--- src/rtl/snake_disp_pkg.sv ---
// Shared constants for the LED matrix / 7-segment display path:
// source encodings, the 7-segment pattern table and the row-scan state type.
package snake_disp_pkg;

  localparam logic SRC_GAME   = 1'b0;
  localparam logic SRC_BANNER = 1'b1;

  // Segments a..g,dp in bits 7..0, indexed by BCD value 0..9
  localparam logic [7:0] SEG7_TABLE [0:9] = '{
    8'b11111100, 8'b01100000, 8'b11011010, 8'b11110010, 8'b01100110,
    8'b10110110, 8'b10111110, 8'b11100000, 8'b11111110, 8'b11110110
  };

  typedef enum logic [1:0] {
    IDLE  = 2'd0,
    BLANK = 2'd1,
    DRIVE = 2'd2
  } scan_state_t;

endpackage

--- src/rtl/bcd_to_seg7.sv ---
// Combinational BCD to 7-segment pattern decoder; non-decimal codes are blanked.
module bcd_to_seg7
  import snake_disp_pkg::*;
(
  input  logic [3:0] bcd,
  output logic [7:0] seg
);

  // Table lookup for 0..9, dark for 10..15
  always_comb begin
    seg = 8'h00;
    if (bcd <= 4'd9) begin
      seg = SEG7_TABLE[bcd];
    end else begin
      seg = 8'h00;
    end
  end

endmodule

--- src/rtl/matrix_scan_ctrl.sv ---
// Row-scan controller for the 8x8 red/green matrix and 6-digit 7-segment display.
// Output registers are loaded from next-state values so they line up with the state register.
module matrix_scan_ctrl
  import snake_disp_pkg::*;
#(
  parameter int ROW_CYCLES   = 8192,
  parameter int BLANK_CYCLES = 64
) (
  input  logic        clk,
  input  logic        reset,
  input  logic        src_sel,
  output logic        row_req,
  output logic [2:0]  row_idx,
  output logic        row_src,
  input  logic [7:0]  game_row_r,
  input  logic [7:0]  game_row_g,
  input  logic        game_row_vld,
  input  logic [7:0]  ban_row_r,
  input  logic [7:0]  ban_row_g,
  input  logic        ban_row_vld,
  input  logic [23:0] digits,
  output logic        frame_start,
  output logic        err_timeout,
  output logic [7:0]  matrix_segout_r,
  output logic [7:0]  matrix_segout_g,
  output logic [7:0]  matrix_scanout,
  output logic [7:0]  led_segout,
  output logic [2:0]  led_scanout
);

  localparam int            PW         = $clog2(ROW_CYCLES);
  localparam logic [PW-1:0] PHASE_ZERO = {PW{1'b0}};
  localparam logic [PW-1:0] LAST_BLANK = PW'(BLANK_CYCLES - 1);
  localparam logic [PW-1:0] LAST_PHASE = PW'(ROW_CYCLES - 1);

  scan_state_t   state_r, state_s;
  logic [PW-1:0] phase_r, phase_s;
  logic [2:0]    row_r, row_s;
  logic          active_src_r, active_src_s;
  logic [23:0]   digit_r, digit_s;
  logic [7:0]    buf_red_r, buf_red_s;
  logic [7:0]    buf_grn_r, buf_grn_s;
  logic          cap_r, cap_s;
  logic          err_s;
  logic          req_s, frame_s;
  logic          sel_vld_s;
  logic [7:0]    sel_red_s, sel_grn_s;
  logic [3:0]    nibble_s;
  logic [7:0]    seg_s;

  assign row_idx = row_r;
  assign row_src = active_src_r;

  // Slot sequencing: IDLE -> BLANK -> DRIVE -> BLANK (next row)
  always_comb begin
    state_s = state_r;
    phase_s = phase_r;
    row_s   = row_r;
    case (state_r)
      IDLE: begin
        state_s = BLANK;
        phase_s = PHASE_ZERO;
        row_s   = 3'd0;
      end
      BLANK: begin
        phase_s = phase_r + PW'(1);
        if (phase_r == LAST_BLANK) begin
          state_s = DRIVE;
        end else begin
          state_s = BLANK;
        end
      end
      DRIVE: begin
        if (phase_r == LAST_PHASE) begin
          state_s = BLANK;
          phase_s = PHASE_ZERO;
          row_s   = row_r + 3'd1;
        end else begin
          state_s = DRIVE;
          phase_s = phase_r + PW'(1);
        end
      end
      default: begin
        state_s = IDLE;
        phase_s = PHASE_ZERO;
        row_s   = 3'd0;
      end
    endcase
  end

  // Frame-boundary latching and first-valid capture inside the blank window
  always_comb begin
    req_s        = (state_s == BLANK) && (phase_s == PHASE_ZERO);
    frame_s      = req_s && (row_s == 3'd0);
    active_src_s = active_src_r;
    digit_s      = digit_r;
    if (frame_s) begin
      active_src_s = src_sel;
      digit_s      = digits;
    end else begin
      active_src_s = active_src_r;
      digit_s      = digit_r;
    end

    if (active_src_r == SRC_BANNER) begin
      sel_vld_s = ban_row_vld;
      sel_red_s = ban_row_r;
      sel_grn_s = ban_row_g;
    end else begin
      sel_vld_s = game_row_vld;
      sel_red_s = game_row_r;
      sel_grn_s = game_row_g;
    end

    cap_s     = cap_r;
    buf_red_s = buf_red_r;
    buf_grn_s = buf_grn_r;
    err_s     = err_timeout;
    if ((state_r == BLANK) && (phase_r == PHASE_ZERO)) begin
      cap_s = 1'b0;
    end else if ((state_r == BLANK) && !cap_r && sel_vld_s) begin
      cap_s     = 1'b1;
      buf_red_s = sel_red_s;
      buf_grn_s = sel_grn_s;
    end else begin
      cap_s = cap_r;
    end

    // A row with no response is driven dark and flagged
    if ((state_r == BLANK) && (phase_r == LAST_BLANK) && !cap_s) begin
      buf_red_s = 8'h00;
      buf_grn_s = 8'h00;
      err_s     = 1'b1;
    end else begin
      err_s = err_timeout;
    end
  end

  // Digit slot follows the row counter; rows 6 and 7 have no digit
  always_comb begin
    nibble_s = 4'hF;
    case (row_s)
      3'd0:    nibble_s = digit_s[23:20];
      3'd1:    nibble_s = digit_s[19:16];
      3'd2:    nibble_s = digit_s[15:12];
      3'd3:    nibble_s = digit_s[11:8];
      3'd4:    nibble_s = digit_s[7:4];
      3'd5:    nibble_s = digit_s[3:0];
      default: nibble_s = 4'hF;
    endcase
  end

  bcd_to_seg7 u_bcd_to_seg7 (
    .bcd (nibble_s),
    .seg (seg_s)
  );

  // State, capture buffer and output registers
  always_ff @(posedge clk or negedge reset) begin
    if (!reset) begin
      state_r         <= IDLE;
      phase_r         <= PHASE_ZERO;
      row_r           <= 3'd0;
      active_src_r    <= SRC_GAME;
      digit_r         <= 24'h000000;
      buf_red_r       <= 8'h00;
      buf_grn_r       <= 8'h00;
      cap_r           <= 1'b0;
      err_timeout     <= 1'b0;
      row_req         <= 1'b0;
      frame_start     <= 1'b0;
      matrix_scanout  <= 8'h00;
      matrix_segout_r <= 8'h00;
      matrix_segout_g <= 8'h00;
      led_segout      <= 8'h00;
      led_scanout     <= 3'd0;
    end else begin
      state_r      <= state_s;
      phase_r      <= phase_s;
      row_r        <= row_s;
      active_src_r <= active_src_s;
      digit_r      <= digit_s;
      buf_red_r    <= buf_red_s;
      buf_grn_r    <= buf_grn_s;
      cap_r        <= cap_s;
      err_timeout  <= err_s;
      row_req      <= req_s;
      frame_start  <= frame_s;
      if (state_s == DRIVE) begin
        matrix_scanout  <= 8'b00000001 << row_s;
        matrix_segout_r <= buf_red_s;
        matrix_segout_g <= buf_grn_s;
      end else begin
        matrix_scanout  <= 8'h00;
        matrix_segout_r <= 8'h00;
        matrix_segout_g <= 8'h00;
      end
      if (row_s < 3'd6) begin
        led_scanout <= row_s;
        led_segout  <= seg_s;
      end else begin
        led_scanout <= 3'd0;
        led_segout  <= 8'h00;
      end
    end
  end

endmodule

--- config.mk ---
export PLATFORM = sky130hd
export DESIGN_NAME = matrix_scan_ctrl
export DESIGN_NICKNAME = d
export VERILOG_FILES = /design/src/rtl/snake_disp_pkg.sv /design/src/rtl/bcd_to_seg7.sv /design/src/rtl/matrix_scan_ctrl.sv
export SDC_FILE = /design/constraint.sdc
export NUM_CORES = 1
export LEC_CHECK = 0
export BUFFER_PORTS_ARGS = -buffer_cell sky130_fd_sc_hd__buf_2
export CAP_MARGIN = 20
export CORE_UTILIZATION = 50
export CTS_CLUSTER_DIAMETER = 40
export DETAILED_ROUTE_END_ITERATION = 12
export PLACE_DENSITY = 0.85
export SYNTH_ARGS = -nofsm -noshare
export SYNTH_HDL_FRONTEND = slang
export SYNTH_HIERARCHICAL = 1
export SYNTH_SLANG_ARGS = --single-unit
--- constraint.sdc ---
create_clock -name clk -period 11.45 [get_ports clk]
set_clock_uncertainty 0.2 [all_clocks]
set_input_delay 2.29 -clock clk [delete_from_list [all_inputs] [get_ports clk]]
set_output_delay 2.29 -clock clk [all_outputs]
set_load 0.005 [all_outputs]
==> out/results.txt, run 1 <==
GPL Wtd Cong = 0.844
ys async rst share = 1.00
combinational power share = 0.114
outcome = completed
simple-gate share of the synthesized area = 0.181
# Post-CTS Setup Buffers = 0
initial antenna violation count = 0
leak pwr = 2.77 nW
share of power burned in registers = 0.572
Reg2Reg Setup Slack = 6730 ps
vias per cell = 5.57
CTS Buf Count = 9
design area = 5520 µm²
die area = 9870 µm²
worst-margin pin slew = 958 ps
commonest non-fill, non-tap cell in the layout = buf_2
max_cap viols = 0
EDFF count, synth = 0
Post-Synth Adder-Cell Area = 0.0317
critical path class = register to register
Worst Setup End Kind = register
Final Hold Fails = 0
clk sink count = 98
mapped cell area = 4740 µm²
share of the synthesized area in the top cell type = 0.518
Synth area leaders = dfrtp_1 (52%), nor2_1 (4.8%), mux2i_1 (4.6%), mux2_2 (3.8%), ha_1 (3.2%)
GR peak layer = met2
sw power = 0.000172 W
die height = 99.3 µm
first-iteration detailed-routing DRC count = 302
IO buf count = 102
Final setup viols = 0
Unique masters post-synth = 60
sequential area share after synthesis = 0.518
pwr dens = 124 nW/µm²
fin nets = 613
final instance count without filler cells = 655
Arr. time, crit path = 4820 ps
met3 usage = 0.0309
Cell Int Power = 0.000515 W
crit-path cells = ha_1 > nand3_2 > nor4_4 > nand2_1 > a211o_1 > nor3_4 > buf_4 > mux2_2 > a22oi_1 > nand4_1 > inv_1 > ha_1 > o21bai_4 > and2_4 > a221oi_1 > and2_1
final wirelength = 10.2 mm
DIE WIDTH = 99.3 µm
routing usage on met1 = 0.294
Placed Cells = 638
CTS tree = yes
clk root buf = clkbuf_8
Initial Util = 0.515
I/O pin cnt = 103
CP peak stage delay = 510 ps
dpl hpwl = 7.06 mm
H-Tree Depth = 3
pin count of the biggest net entering global routing = 87
CP max stage cell = dfrtp_1
DR pass1 iterations = 4
post-cts resize count = 0
CTS Buffer Depth = 2
ratio of final minimum period to clock period = 0.413
Clock Latency Late Sink = 350 ps
sum of negative setup slack = 0 ps
Worst EP required = 11550 ps
RSZ-0062 raised after global routing = no
Area growth syn-to-layout = 16.5%
# rows = 35
DR DRC count = 0
clock network power share = 0.314
post-synthesis cell count = 447
Final min period = 4720 ps
Detail Route Antenna Nets = 0
xor/xnor cell area share of the yosys netlist = 0.0240
Placed Area = 5300 µm²
maximum VDD drop = 0.0649 mV
WL/cell = 15.6 µm
core area = 9200 µm²
multiplexer share of the synthesized area = 0.109
leading area contributor after synthesis = dfrtp_1
hold bufs inserted after CTS = 0
gr usage total = 0.209
first-pass GRT wire length = 16.3 mm
main combinational cell family by area after synthesis = simple AND/OR/NAND/NOR gates
met2 GRT Util = 0.326
Mean Syn Cell Area = 10.6 µm²
worst hold path class = register to register
Startpoint Class = register
Slew Viols, Final = 0
Worst-path clk slew = 90 ps
vias in the first global route = 3508
Post-Syn Nets = 520
Synth Area in Compound Gates = 0.0943
number of fill cells = 748
Synth warnings = 6
share of layout cells above drive strength 1 = 0.289
fmax = 0.212 GHz
Crit path top cell by count = ha_1
Net Sw Frac = 0.250
n_diodes = 0
Max-Slew Margin vs Limit = 0.362
grt total ovfl = 0
commonest non-fill, non-tap cells in the layout = buf_2 (101), dfrtp_1 (98), nor2_1 (59), a21oi_1 (24), mux2i_1 (22)
CP Max Fanout = 26
DR vias = 3646
Synth Flop Type = dfrtp_1
Seq cells post-synth = 98
==> cell usage after synthesis, types with 2 or more instances <==
library cell   n
a221oi_1       2
a22oi_1        3
nand4b_1       2
nand2b_1       4
a41oi_1        2
and3_1         2
nor2_1        60
nand3_1       15
mux2_2        16
nor3_1        20
dfrtp_1       98
xnor2_1        9
xor2_1         4
o31ai_1        2
clkbuf_1      15
mux2i_1       22
nor4_1         6
o211a_1        4
buf_6          2
nand4_1       11
a21oi_1       24
and2_1         9
ha_1          12
a211o_1        2
o21ai_0       10
a31oi_1        4
nand2_1       20
inv_1         15
o21ai_1        2
buf_4          3
or3_1          2
buf_2          6
and4_1         3
mux2_1         9
or2_2          2
==> power by group through the flow <==
stage | clock network (W) | logic (W) | registers, W
floorplan | 0 | 0.0000498 | 0.000395
global placement | 0 | 0.0000744 | 0.000398
detailed placement | 0 | 0.0000778 | 0.000400
CTS | 0.000217 | 0.0000778 | 0.000393
global route | 0.000228 | 0.0000893 | 0.000397
finish | 0.000216 | 0.0000786 | 0.000393
==> metrics by stage <==
step            util  hold slack [ps]  setup slack, ps  total power [W]
2_1_floorplan      -              257             7410         0.000445
3_3_place_gp   0.576              252             6880         0.000473
3_5_place_dp   0.576              256             6770         0.000478
4_1_cts        0.596              285             6740         0.000688
5_1_grt        0.600              310             6420         0.000714
6_report       0.600              289             6730         0.000687
==> sequential cells by signal, indices dropped and copies added (netlist names) <==
signal and flops:
err_timeout 1, digit_r 24, frame_start 1, row_idx 3
matrix_segout_r 8, row_req 1, state_r 2, phase_r 13
row_src 1, buf_red_r 8, matrix_segout_g 8, matrix_scanout 8
led_segout 8, cap_r 1, led_scanout 3, buf_grn_r 8
==> worst max-delay path: cells and delay by family, from the launching register on <==
family / cells / cell delay [ps]
AOI/OAI and AO/OA: 4 / 830
adders and majority gates: 2 / 550
buffers and inverters: 2 / 530
DFF: 1 / 510
muxes: 1 / 390
and+or+nand+nor: 7 / 1650
==> routing by layer <==
metal | share of wire | routed length, µm
met1 | 0.47 | 4760
met3 | 0.044 | 446
met2 | 0.47 | 4830
met5 | 0 | 0
met4 | 0.018 | 180
==> logic make-up after synthesis <==
group,Yosys count
simple gates,167
compound gates,65
xor+xnor,13
buf+inv,43
other cells,1
fa+ha+maj,12
flops,98
mux,48
==> worst paths after layout <==
check / startpoint / endpoint / cells past startpoint
worst max-delay path: phase_r[0] / led_segout[4] / 16
worst min register to register: err_timeout / err_timeout / 1
max in group asynchronous: reset / matrix_scanout[5] / 3
worst max register to register: phase_r[0] / led_segout[4] / 16
worst min-delay path: err_timeout / err_timeout / 1
min in group asynchronous: reset / matrix_segout_g[5] / 1
==> layout make-up <==
cell class / count / area (µm²) / share of cell area
sequential: 98 / 2450 / 0.444
multi-input combinational: 306 / 2090 / 0.379
clock buffer: 10 / 128 / 0.0231
tap: 111 / 139 / 0.0252
timing repair buffer: 109 / 593 / 0.107
clock inverter: 5 / 56.3 / 0.0102
inverter: 16 / 60.1 / 0.0109
(Power assumes the default switching activity.)
==> inputs of run 2 (changes only) <==
==> constraint.sdc (replaced) <==
create_clock -name clk -period 4.4 [get_ports clk]
set_clock_uncertainty 0.2 [all_clocks]
set_input_delay 0.88 -clock clk [delete_from_list [all_inputs] [get_ports clk]]
set_output_delay 0.88 -clock clk [all_outputs]
set_load 0.005 [all_outputs]
==> run 2 against run 1 <==
Against the previous run:
- via count increased by 3.6%
- global-route usage is 2.1 points higher
- cell area grew 1.5%
- die area stayed put
- power rose to 2.7 times the previous value
- register-to-register slack worse by 6500 ps
- critical path depth did not move
- sequential power increased to 2.6 times the previous value
- combinational power grew to 2.7 times the previous value
==> out/results.txt, run 2 (synthesis gave the netlist of run 1 again) <==
IO buf count = 102
DR DRC count = 0
Setup WS post-layout = 199 ps
critical path class = register to register
crit-path cells = ha_2 > nand3_4 > a211o_1 > a2111oi_2 > a41oi_1 > nor3_4 > buf_4 > mux2_2 > nand2b_1 > nand4_1 > inv_1 > ha_1 > o21bai_4 > and2_4 > a221oi_1 > and2_1
CP endpoint = led_segout[4]
worst hold path class = input pin to async pin
path depth of the worst reg2reg path = 16
RR Endpoint = led_segout[4]
ratio of final minimum period to clock period = 0.955
outcome = completed
# rows = 35
CTS Buffer Depth = 2
Worst-path clk slew = 90 ps
share of layout cells above drive strength 1 = 0.312
Startpoint Class = register
commonest non-fill, non-tap cells in the layout = buf_2 (101), dfrtp_1 (96), nor2_1 (59), a21oi_1 (24), mux2i_1 (22)
Final Hold Fails = 0
max reg flops = 24
die area = 9870 µm²
Max-Slew Margin vs Limit = 0.452
clock network power share = 0.328
sum of negative setup slack = 0 ps
maximum VDD drop = 0.162 mV
share of power burned in registers = 0.557
gr usage total = 0.229
CP Max Fanout = 10
worst-margin pin slew = 820 ps
Worst Setup End Kind = register
sw power = 0.000463 W
WL/cell = 16.2 µm
CTS tree = yes
n_diodes = 0
worst reg2reg startpoint = phase_r[0]
pwr dens = 326 nW/µm²
H-Tree Depth = 3
hold bufs inserted after CTS = 0
DR vias = 3777
Crit. Startpoint = phase_r[0]
Arr. time, crit path = 4300 ps
I/O pin cnt = 103
DR pass1 iterations = 7
vias in the first global route = 3732
Place WS = 84.2 ps
Clock Latency Late Sink = 360 ps
grt total ovfl = 0
Worst EP required = 4500 ps
max_cap viols = 0
commonest non-fill, non-tap cell in the layout = buf_2
vias per cell = 5.68
Area growth syn-to-layout = 18.3%
Initial Util = 0.515
largest registers = digit_r: 24 flops, phase_r: 13 flops
pin count of the biggest net entering global routing = 61
final wirelength = 10.8 mm
fin nets = 622
CP max stage cell = dfrtp_2
clk sink count = 98
Reg2Reg Setup Slack = 200 ps
first-pass GRT wire length = 17.8 mm
CTS Buf Count = 9
Final min period = 4200 ps
Largest Register = digit_r
RSZ-0062 raised after global routing = no
Final setup viols = 0
dpl hpwl = 7.90 mm
core area = 9200 µm²
Slew Viols, Final = 0
initial antenna violation count = 0
total chip power = 0.00183 W
GPL Wtd Cong = 0.938
fmax = 0.238 GHz
first-iteration detailed-routing DRC count = 237
Net Sw Frac = 0.253
clk root buf = clkbuf_8
combinational power share = 0.115
leak pwr = 2.82 nW
Cell Int Power = 0.00137 W
DIE WIDTH = 99.3 µm
Detail Route Antenna Nets = 0
die height = 99.3 µm
CP peak stage delay = 450 ps
## run 2: cell types whose count changed in the layout (fill, tap and decap cells not counted), sizes merged
| cell | change |
|---|---|
| inv | +3 |
| clkinv | -2 |
| buf | +9 |
## run 2: what timing repair did
action,4_1_cts,5_1_grt
gates resized for setup,0,6
setup buffers,0,3
setup endpoints to repair,0,7
## run 2: power by group through the flow
stage | clock network (W) | registers, W | logic (W)
2_1_floorplan | 0 | 0.00103 | 0.000129
3_3_place_gp | 0 | 0.00103 | 0.000199
3_5_place_dp | 0 | 0.00104 | 0.000211
4_1_cts | 0.000614 | 0.00102 | 0.000211
5_1_grt | 0.000654 | 0.00103 | 0.000240
6_report | 0.000600 | 0.00102 | 0.000209
## run 2: metrics by stage
stage | instance area, µm² | util | instances | hold WS [ps]
after detailed placement | 5360 | 0.582 | 646 | 250
after global placement | 5360 | 0.582 | 646 | 251
after CTS | 5560 | 0.605 | 662 | 106
after global routing | 5600 | 0.609 | 665 | 91.1
after floorplan | 4740 | - | 447 | 257
final | 5600 | 0.609 | 665 | 113
## run 2: how the worst min path moves through the flow
stage	start	to	slack [ps]	depth (start not counted)
after floorplan	digit_r[20]	digit_r[20]	260	1
after global placement	err_timeout	err_timeout	250	1
after detailed placement	err_timeout	err_timeout	250	1
after CTS	reset	buf_grn_r[3]	110	1
after global routing	reset	buf_grn_r[3]	90	1
final	reset	buf_grn_r[3]	110	1
## run 2: critical path: cells and delay by family, from the launching register on
kind | cells | cell delay [ps]
AO/OA/AOI/OAI | 5 | 1120
AND/OR/NAND/NOR | 6 | 1120
adder cells (fa/ha/maj) | 2 | 520
flip-flops | 1 | 450
buffers and inverters | 2 | 380
multiplexers | 1 | 350
## run 2: layout make-up
class / instances / area (µm²)
clock buffers: 10 / 138
well taps: 111 / 139
fillers: 762 / 3590
repair buffers: 118 / 633
multi-input cells: 306 / 2110
flip-flops and latches: 98 / 2450
clock inverters: 6 / 71.3
inverters: 16 / 60.1
## run 2: routing by layer
metal  share of wire  global-route usage  vias to the layer above
met4           0.017              0.0939                        0
met5               0                   0                        -
met3           0.057              0.0401                       17
met1            0.43               0.311                     1844
met2            0.49               0.367                      144
li1                -                   -                     1772
==> inputs of run 3 (changes only) <==
--- a/config.mk
+++ b/config.mk
@@ -11,6 +11,7 @@
 export CTS_CLUSTER_DIAMETER = 40
 export DETAILED_ROUTE_END_ITERATION = 12
 export PLACE_DENSITY = 0.85
+export RECOVER_POWER = 50
 export SYNTH_ARGS = -nofsm -noshare
 export SYNTH_HDL_FRONTEND = slang
 export SYNTH_HIERARCHICAL = 1
==> run 3 against run 2 <==
Against the previous run:
- clock power about the same
- flip-flop and latch count unchanged
- critical path type unchanged
- the flow now finishes with violations (max-capacitance violations, max-slew violations)
- final cell count unchanged
- worst setup slack got worse by 4.0 ps
==> out/results.txt, run 3 (synthesis gave the netlist of run 1 again) <==
outcome = finished with violations
violated checks = max-capacitance violations, max-slew violations
Area growth syn-to-layout = 17.7%
vias per cell = 5.66
# rows = 35
gr usage total = 0.229
clk root buf = clkbuf_8
worst hold margin = 186 ps
fin nets = 622
largest registers = digit_r: 24 flops, phase_r: 13 flops
Worst-path clk slew = 90 ps
sum of negative setup slack = 0 ps
ratio of final minimum period to clock period = 0.956
RSZ-0062 raised after global routing = no
DIE WIDTH = 99.3 µm
fmax = 0.238 GHz
Final min period = 4210 ps
final wirelength = 10.8 mm
routing usage on met1 = 0.311
pin count of the biggest net entering global routing = 61
number of fill cells = 777
GR peak layer = met2
design area = 5580 µm²
Final Hold Fails = 0
met3 usage = 0.0401
Net Sw Frac = 0.254
sw power = 0.000464 W
worst-margin pin slew = 1730 ps
CTS Buffer Depth = 2
Final setup viols = 0
clk sink count = 98
Worst Setup End Kind = register
Arr. time, crit path = 4300 ps
CP Max Fanout = 10
Clock Latency Late Sink = 360 ps
Placed Area = 5360 µm²
max_cap viols = 1
GPL Wtd Cong = 0.938
dpl hpwl = 7.90 mm
Cell Int Power = 0.00136 W
die area = 9870 µm²
IO buf count = 102
maximum VDD drop = 0.163 mV
clock network power share = 0.329
WL/cell = 16.2 µm
max reg flops = 24
DR pass1 iterations = 4
first-pass GRT wire length = 17.8 mm
CTS Buf Count = 9
worst hold path class = input pin to async pin
commonest non-fill, non-tap cells in the layout = dfrtp_1 (96), buf_2 (89), nor2_1 (59), a21oi_1 (24), mux2i_1 (22)
commonest non-fill, non-tap cell in the layout = dfrtp_1
Place WS = 84.2 ps
Slew Viols, Final = 34
share of layout cells above drive strength 1 = 0.287
vias in the first global route = 3732
leak pwr = 2.76 nW
met2 GRT Util = 0.367
grt total ovfl = 0
Initial Util = 0.515
share of power burned in registers = 0.558
DR vias = 3761
combinational power share = 0.113
CTS tree = yes
n_diodes = 0
I/O pin cnt = 103
Largest Register = digit_r
initial antenna violation count = 0
pwr dens = 328 nW/µm²
Detail Route Antenna Nets = 0
Startpoint Class = register
core area = 9200 µm²
Worst EP required = 4490 ps
die height = 99.3 µm
Setup WS post-layout = 195 ps
DR DRC count = 0
critical path class = register to register
H-Tree Depth = 3
Max-Slew Margin vs Limit = -0.151
first-iteration detailed-routing DRC count = 260
run 3: cell types whose count changed in the layout (fill, tap and decap cells not counted):
cell	delta
clkbuf_2	+1
clkbuf_1	+14
buf_4	-3
buf_2	-12
run 3: worst paths after layout:
path,depth (start not counted),slack [ps],end,start
worst max register to register,16,190,led_segout[4],phase_r[0]
worst max-delay path,16,190,led_segout[4],phase_r[0]
worst min-delay path,1,190,buf_grn_r[3],reset
max in group asynchronous,2,1900,led_segout[6],reset
min in group clk,1,270,err_timeout,err_timeout
worst min register to register,1,270,err_timeout,err_timeout
run 3: power by group through the flow:
stage / registers, W / logic [W] / clock network, W
detailed placement: 0.00104 / 0.000211 / 0
finish: 0.00102 / 0.000207 / 0.000601
global placement: 0.00103 / 0.000199 / 0
floorplan: 0.00103 / 0.000129 / 0
CTS: 0.00102 / 0.000211 / 0.000614
global route: 0.00103 / 0.000238 / 0.000654
run 3: through the flow:
step                      instances   util  power (W)
after floorplan                 447      -    0.00116
after global placement          646  0.582    0.00123
after detailed placement        646  0.582    0.00125
after CTS                       662  0.605    0.00184
after global routing            665  0.607    0.00192
final                           665  0.607    0.00183
run 3: per-layer routing:
layer	vias to the layer above	routed length (µm)
met5	-	0
met4	0	188
met3	20	607
li1	1762	-
met1	1830	4750
met2	149	5240
run 3: timing repair:
item                                    in CTS  in global routing
resized for setup                            0                  6
hold buffers                                 0                  0
buffers inserted                             0                  3
endpoints found under the setup margin       0                  7
run 3: cell type report:
cell class | count | area [µm²] | area share
Clock buffer | 10 | 138 | 0.0247
Clock inverter | 6 | 71.3 | 0.0128
Inverter | 16 | 60.1 | 0.0108
Multi-Input combinational cell | 306 | 2110 | 0.378
Sequential cell | 98 | 2450 | 0.440
Tap cell | 111 | 139 | 0.0249
Timing Repair Buffer | 118 | 608 | 0.109
run 3: worst max-delay path, cell delays in order (launching register included):
cell,delay [ps]
dfrtp_2,450
ha_2,270
nand3_4,150
a211o_1,280
a2111oi_2,290
a41oi_1,270
nor3_4,370
buf_4,170
mux2_2,340
nand2b_1,100
nand4_1,210
inv_1,180
ha_1,240
o21bai_4,100
and2_4,180
a221oi_1,190
and2_1,160
